--- src/rtl/oclib_bc_serial_link.sv ---
// oclib_bc_serial_link
// Bidirectional serial byte-channel link: a ready/valid word interface on the
// local side and a 2-wire toggle protocol with a 1-wire ack on the link side.
// The TX path buffers words in a small FIFO and sends them one bit at a time.
// Only one toggle is in flight at any moment.
// The RX path synchronises the peer's toggle lines and reassembles words.
// When the output register is still occupied, it stalls the peer by leaving
// the final bit of a word un-acked.
// Optional feature: define OC_BC_SERIAL_LINK_PARITY_EN to append an even-parity
// bit to every word on TX and check it on RX.

module oclib_bc_serial_link #(
  parameter int Width      = 8,
  parameter int FifoDepth  = 4,
  parameter int SyncCycles = 2,
  parameter int MsbFirst   = 1
) (
  input  logic             clock,
  input  logic             resetn,
  input  logic [Width-1:0] tx_data,
  input  logic             tx_valid,
  output logic             tx_ready,
  output logic [1:0]       tx_wire,
  input  logic             tx_ack,
  input  logic [1:0]       rx_wire,
  output logic             rx_ack,
  output logic [Width-1:0] rx_data,
  output logic             rx_valid,
  input  logic             rx_ready,
  output logic             rx_error
);

`ifdef OC_BC_SERIAL_LINK_PARITY_EN
  localparam int FrameBits = Width + 1;
`else
  localparam int FrameBits = Width;
`endif
  localparam int AddrW = (FifoDepth > 1) ? $clog2(FifoDepth) : 1;
  localparam int CntW  = $clog2(FrameBits + 1);

  localparam logic [AddrW:0]  PtrOne    = 1;
  localparam logic [CntW-1:0] CntOne    = 1;
  localparam logic [CntW-1:0] CntFrame  = CntW'(FrameBits);
  localparam logic [CntW-1:0] CntLast   = CntW'(FrameBits - 1);

  typedef enum logic [1:0] {
    TX_IDLE,
    TX_LOAD,
    TX_SEND,
    TX_WAIT
  } tx_state_t;

  // Reverses bit order so the shift register can always send from its top bit.
  function automatic logic [Width-1:0] bit_reverse(input logic [Width-1:0] d);
    logic [Width-1:0] r;
    r = '0;
    for (int i = 0; i < Width; i++) begin
      r[i] = d[Width-1-i];
    end
    return r;
  endfunction

  // Builds the on-wire frame in send order, first bit in the MSB position.
  function automatic logic [FrameBits-1:0] tx_frame(input logic [Width-1:0] d);
    logic [Width-1:0] ordered;
    ordered = (MsbFirst != 0) ? d : bit_reverse(d);
`ifdef OC_BC_SERIAL_LINK_PARITY_EN
    return {ordered, ^d};
`else
    return ordered;
`endif
  endfunction

  // Shifts one received data bit into the assembly register in link order.
  function automatic logic [Width-1:0] rx_shift_in(input logic [Width-1:0] cur,
                                                   input logic b);
    logic [Width-1:0] t;
    if (MsbFirst != 0) begin
      t = cur << 1;
      t[0] = b;
    end else begin
      t = cur >> 1;
      t[Width-1] = b;
    end
    return t;
  endfunction

  // ---------------------------------------------------------------------------
  // TX FIFO
  // ---------------------------------------------------------------------------
  logic [Width-1:0] fifo_mem [FifoDepth];
  logic [AddrW:0]   wr_ptr;
  logic [AddrW:0]   rd_ptr;
  logic             fifo_full;
  logic             fifo_empty;
  logic             fifo_push;
  logic             ready_en;

  assign fifo_empty = (wr_ptr == rd_ptr);
  assign fifo_full  = (wr_ptr[AddrW] != rd_ptr[AddrW]) &&
                      (wr_ptr[AddrW-1:0] == rd_ptr[AddrW-1:0]);
  assign tx_ready   = ready_en & ~fifo_full;
  assign fifo_push  = tx_valid & tx_ready;

  // Write pointer and the ready enable that holds tx_ready low during reset.
  always_ff @(posedge clock) begin
    if (!resetn) begin
      ready_en <= 1'b0;
      wr_ptr   <= '0;
    end else begin
      ready_en <= 1'b1;
      if (fifo_push) begin
        wr_ptr <= wr_ptr + PtrOne;
      end
    end
  end

  // FIFO storage; contents are meaningless until the pointers say otherwise.
  always_ff @(posedge clock) begin
    if (fifo_push) begin
      fifo_mem[wr_ptr[AddrW-1:0]] <= tx_data;
    end
  end

  // ---------------------------------------------------------------------------
  // Synchronisers for the asynchronous link inputs
  // ---------------------------------------------------------------------------
  logic [SyncCycles-1:0]      ack_sync;
  logic [SyncCycles-1:0][1:0] rx_sync;
  logic                       ack_cur;
  logic [1:0]                 rx_cur;

  assign ack_cur = ack_sync[SyncCycles-1];
  assign rx_cur  = rx_sync[SyncCycles-1];

  // Multi-flop synchronisation of tx_ack and both rx_wire lines.
  always_ff @(posedge clock) begin
    if (!resetn) begin
      ack_sync <= '0;
      rx_sync  <= '0;
    end else begin
      ack_sync <= {ack_sync[SyncCycles-2:0], tx_ack};
      rx_sync  <= {rx_sync[SyncCycles-2:0], rx_wire};
    end
  end

  // ---------------------------------------------------------------------------
  // TX state machine
  // ---------------------------------------------------------------------------
  tx_state_t            tx_state;
  logic [FrameBits-1:0] tx_shift;
  logic [CntW-1:0]      bitcnt;

  // Pops words, toggles one line per bit and waits for the peer's ack to match.
  always_ff @(posedge clock) begin
    if (!resetn) begin
      tx_state <= TX_IDLE;
      tx_wire  <= 2'b00;
      tx_shift <= '0;
      bitcnt   <= '0;
      rd_ptr   <= '0;
    end else begin
      case (tx_state)
        TX_IDLE: begin
          if (!fifo_empty) begin
            tx_state <= TX_LOAD;
          end
        end
        TX_LOAD: begin
          tx_shift <= tx_frame(fifo_mem[rd_ptr[AddrW-1:0]]);
          rd_ptr   <= rd_ptr + PtrOne;
          bitcnt   <= CntFrame;
          tx_state <= TX_SEND;
        end
        TX_SEND: begin
          if (tx_shift[FrameBits-1]) begin
            tx_wire[1] <= ~tx_wire[1];
          end else begin
            tx_wire[0] <= ~tx_wire[0];
          end
          tx_shift <= tx_shift << 1;
          tx_state <= TX_WAIT;
        end
        TX_WAIT: begin
          if (ack_cur == (tx_wire[0] ^ tx_wire[1])) begin
            bitcnt <= bitcnt - CntOne;
            if (bitcnt != CntOne) begin
              tx_state <= TX_SEND;
            end else if (!fifo_empty) begin
              tx_state <= TX_LOAD;
            end else begin
              tx_state <= TX_IDLE;
            end
          end
        end
        default: begin
          tx_state <= TX_IDLE;
        end
      endcase
    end
  end

  // ---------------------------------------------------------------------------
  // RX path
  // ---------------------------------------------------------------------------
  logic [1:0]       rx_seen;
  logic [1:0]       rx_diff;
  logic             rx_one;
  logic             rx_both;
  logic             rx_bit;
  logic             rx_last;
  logic             out_free;
  logic [CntW-1:0]  rx_cnt;
  logic [Width-1:0] rx_shift;
  logic [Width-1:0] rx_shift_next;

  assign rx_diff       = rx_cur ^ rx_seen;
  assign rx_one        = (rx_diff == 2'b01) || (rx_diff == 2'b10);
  assign rx_both       = (rx_diff == 2'b11);
  assign rx_bit        = rx_diff[1];
  assign rx_last       = (rx_cnt == CntLast);
  assign out_free      = ~rx_valid | rx_ready;
  assign rx_shift_next = rx_shift_in(rx_shift, rx_bit);

  // Accepts line changes against the last acked state.
  // A held final bit stays pending until the output register frees up.
  always_ff @(posedge clock) begin
    if (!resetn) begin
      rx_seen  <= 2'b00;
      rx_cnt   <= '0;
      rx_shift <= '0;
      rx_data  <= '0;
      rx_valid <= 1'b0;
      rx_error <= 1'b0;
      rx_ack   <= 1'b0;
    end else begin
      rx_ack <= rx_seen[0] ^ rx_seen[1];
      if (rx_valid && rx_ready) begin
        rx_valid <= 1'b0;
      end
      if (rx_both) begin
        rx_error <= 1'b1;
        rx_seen  <= rx_cur;
      end else if (rx_one) begin
        if (!rx_last) begin
          rx_shift <= rx_shift_next;
          rx_cnt   <= rx_cnt + CntOne;
          rx_seen  <= rx_cur;
        end else begin
`ifdef OC_BC_SERIAL_LINK_PARITY_EN
          if (rx_bit != (^rx_shift)) begin
            rx_error <= 1'b1;
            rx_seen  <= rx_cur;
            rx_cnt   <= '0;
          end else if (out_free) begin
            rx_data  <= rx_shift;
            rx_valid <= 1'b1;
            rx_seen  <= rx_cur;
            rx_cnt   <= '0;
          end
`else
          if (out_free) begin
            rx_data  <= rx_shift_next;
            rx_valid <= 1'b1;
            rx_shift <= rx_shift_next;
            rx_seen  <= rx_cur;
            rx_cnt   <= '0;
          end
`endif
        end
      end
    end
  end

endmodule

--- config.mk ---
export PLATFORM = sky130hd
export DESIGN_NAME = oclib_bc_serial_link
export DESIGN_NICKNAME = d
export VERILOG_FILES = /design/src/rtl/oclib_bc_serial_link.sv
export SDC_FILE = /design/constraint.sdc
export NUM_CORES = 1
export LEC_CHECK = 0
export ABC_AREA = 0
export CAP_MARGIN = 40
export CELL_PAD_IN_SITES_DETAIL_PLACEMENT = 2
export CELL_PAD_IN_SITES_GLOBAL_PLACEMENT = 2
export CORE_MARGIN = 2
export CORE_UTILIZATION = 30
export CTS_CLUSTER_SIZE = 16
export DETAILED_ROUTE_END_ITERATION = 6
export PLACE_DENSITY = 0.59
export SLEW_MARGIN = 30
export SYNTH_ARGS = -nofsm -noshare
export SYNTH_HDL_FRONTEND = slang
export SYNTH_SLANG_ARGS = --single-unit
--- constraint.sdc ---
create_clock -name clock -period 2.01 [get_ports clock]
set_input_delay 0.402 -clock clock [delete_from_list [all_inputs] [get_ports clock]]
set_output_delay 0.402 -clock clock [all_outputs]
set_load 0.01 [all_outputs]
==> reports/metrics.yaml <==
initial_core_util_pct: 31.1
row_count: 39
final_common_cell: "dfxtp_1"
fin_nets: 370
final_cell_mix: "dfxtp_1 (55), nor2_1 (35), edfxtp_1 (32)"
wl_per_cell_um: 16.8
end_kind: "primary output"
min_period_over_period_pct: 95.7
clk_latency_ns: 0.35
routed_wl_mm: 8.21
fillers: 1177
cts_htree_levels: 3
syn-mean-instance-area_um2: 12.3
core-area_um2: 11600
hold_viol: 0
globalplace.congestion: 0.729
cts-root-buf: "clkbuf_16"
io_buffers: 28
postCtsHoldBufs: 0
p_seq_share_pct: 43.2
fin_crit_ns: 1.92
combPwrFrac_pct: 23.6
setup_violations: 0
grt_max_degree: 39
clockBufferDepth: 2
slew_viol_final: 0
p_switching_w: 0.00144
max_slew.worst_pin.slew_ns: 0.556
dr.pass1.iters: 4
grt_setup_unrepaired: "no"
fin_tns_setup_ns: 0
critPathLaunchType: "register"
async_flop_share_pct: 0
drive_gt1_share_pct: 15.7
cap_violations: 0
synth_cell_types: 38
seq_area_um2: 2060
slew_headroom_pct: 62.9
io_pins: 29
cp_data_arrival_time_ns: 1.52
dpl.hpwl_mm: 5.82
yosysSeqAreaShare_pct: 57.3
antenna_found_initial: 0
sw_frac_of_total_pct: 29.0
synth_nets: 322
first_global_vias: 2530
path_max_fanout: 3
clock_skew_ns: 0.00561
status: "complete, no violations"
synth_seq_cells: 87
multi_input_area_um2: 1440
max_freq_ghz: 0.520
peakVddDrop_v: 0.000465
vias_per_cell: 4.77
min_path_type: "register to register"
die_area_um2: 12900
cts_buffers: 9
clk_transition_reported_paths_ns: 0.06
p_clk_share_pct: 33.2
cts_sinks: 87
die_x_um: 114
cp.required_ns: 1.61
synth_flop_cell: "dfxtp_1"
grt_use_total_pct: 14.1
intPower_w: 0.00354
synth-edff-count: 32
die_h_um: 114
yosysWarningCount: 0
overflow: 0
grt_pass1_wl_mm: 13.7
drtIter0Drc: 70
syn2layout_area_growth_pct: 25.2
worstSetupPathType: "register to primary output"
ant_nets: 0
synthCells: 292
n_antenna_cell: 0
netlist_area_um2: 3600
leakagePower_nw: 1.73
cts_tree: "done"
power_density_nw_per_um2: 1110
vias: 2326
utilization_pct: 38.9
drc_errors: 0
-- synthesized netlist by cell type (3+ instances only) --
library cell / n / area, um2
nand3_1: 6 / 30.0
and2_1: 11 / 68.8
o21ai_0: 9 / 45.0
inv_1: 14 / 52.6
ha_1: 15 / 188
nand2_1: 6 / 22.5
a21oi_1: 14 / 70.1
xnor2_1: 8 / 70.1
xor2_1: 5 / 43.8
nor2b_1: 4 / 25.0
nand3b_1: 3 / 22.5
edfxtp_1: 32 / 961
mux2i_1: 27 / 270
buf_2: 3 / 15.0
dfxtp_1: 55 / 1100
mux4_2: 8 / 180
clkbuf_1: 8 / 30.0
nor2_1: 35 / 131
a31oi_1: 5 / 31.3
-- critical path, stage by stage, from the launching register on --
cell and delay, ns:
dfxtp_1 0.39, xor2_2 0.31, a31oi_2 0.16, dlygate4sd2_1 0.32
-- path summary, 6_finish.rpt --
path              slack [ns]          end        start  cells past startpoint
setup / recovery        0.09     tx_ready    rd_ptr[2]                      3
hold / removal          0.44  ack_sync[1]  ack_sync[0]                      1
hold reg to reg         0.44  ack_sync[1]  ack_sync[0]                      1
setup reg to reg        0.13    rx_cnt[3]   rx_seen[1]                      6
-- flip-flops by register name, indices dropped and copies added (netlist names), named ones only --
name      flops
tx_state      2
bitcnt        4
tx_shift      8
wr_ptr        3
rx_data       8
rx_sync       2
rd_ptr        3
rx_ack        1
tx_wire       2
fifo_mem     32
rx_shift      7
ready_en      1
rx_valid      1
ack_sync      2
rx_error      1
rx_cnt        4
rx_cur        2
rx_seen       2
-- power by group through the flow --
stage          Clock (W)  Sequential [W]  Combinational, W
3_5_place_dp           0         0.00220           0.00118
2_1_floorplan          0         0.00214          0.000853
6_report         0.00165         0.00215           0.00117
5_1_grt          0.00177         0.00219           0.00131
3_3_place_gp           0         0.00219           0.00115
4_1_cts          0.00172         0.00216           0.00120
-- stage by stage --
stage	power [W]	instances	worst slack, ns	hold slack, ns	area, um2
3_3_place_gp	0.00334	472	0.0402	0.421	4200
2_1_floorplan	0.00300	292	0.316	0.412	3600
4_1_cts	0.00507	488	0.0716	0.443	4500
3_5_place_dp	0.00338	472	0.0488	0.425	4200
5_1_grt	0.00527	488	0.0178	0.457	4500
6_report	0.00498	488	0.0868	0.436	4500
-- per-layer routing --
| layer | wire length (um) | global-route usage (%) | vias up |
|---|---|---|---|
| li1 | - | - | 1120 |
| met1 | 3830 | 18.1 | 1169 |
| met2 | 4030 | 22.5 | 28 |
| met3 | 253 | 4.04 | 9 |
| met4 | 92 | 5.85 | 0 |
| met5 | 0 | 0 | - |
-- cell type report --
| cell class | instances | share of cell area, % |
|---|---|---|
| clock inverters | 6 | 1.39 |
| repair buffers | 50 | 10.7 |
| flip-flops and latches | 87 | 45.8 |
| well taps | 143 | 3.97 |
| multi-input cells | 178 | 31.9 |
| clock buffers | 10 | 5.08 |
| inverters | 14 | 1.17 |
-- timing repair --
item	CTS	global route
buffers inserted	0	0
setup endpoints to repair	1	0
resized for setup	3	0
hold endpoints to repair	0	0
-- cell families after synthesis --
kind of cell | count (synthesis) | share of synthesized area (%)
AOI/OAI and AO/OA | 39 | 7.44
and+or+nand+nor | 74 | 10.1
buffers and inverters | 27 | 3.13
adders and majority gates | 15 | 5.22
xor gates and xnor gates | 15 | 4.24
muxes | 35 | 12.5
DFF | 87 | 57.3
Note: power is estimated with default switching activity, not from simulation.
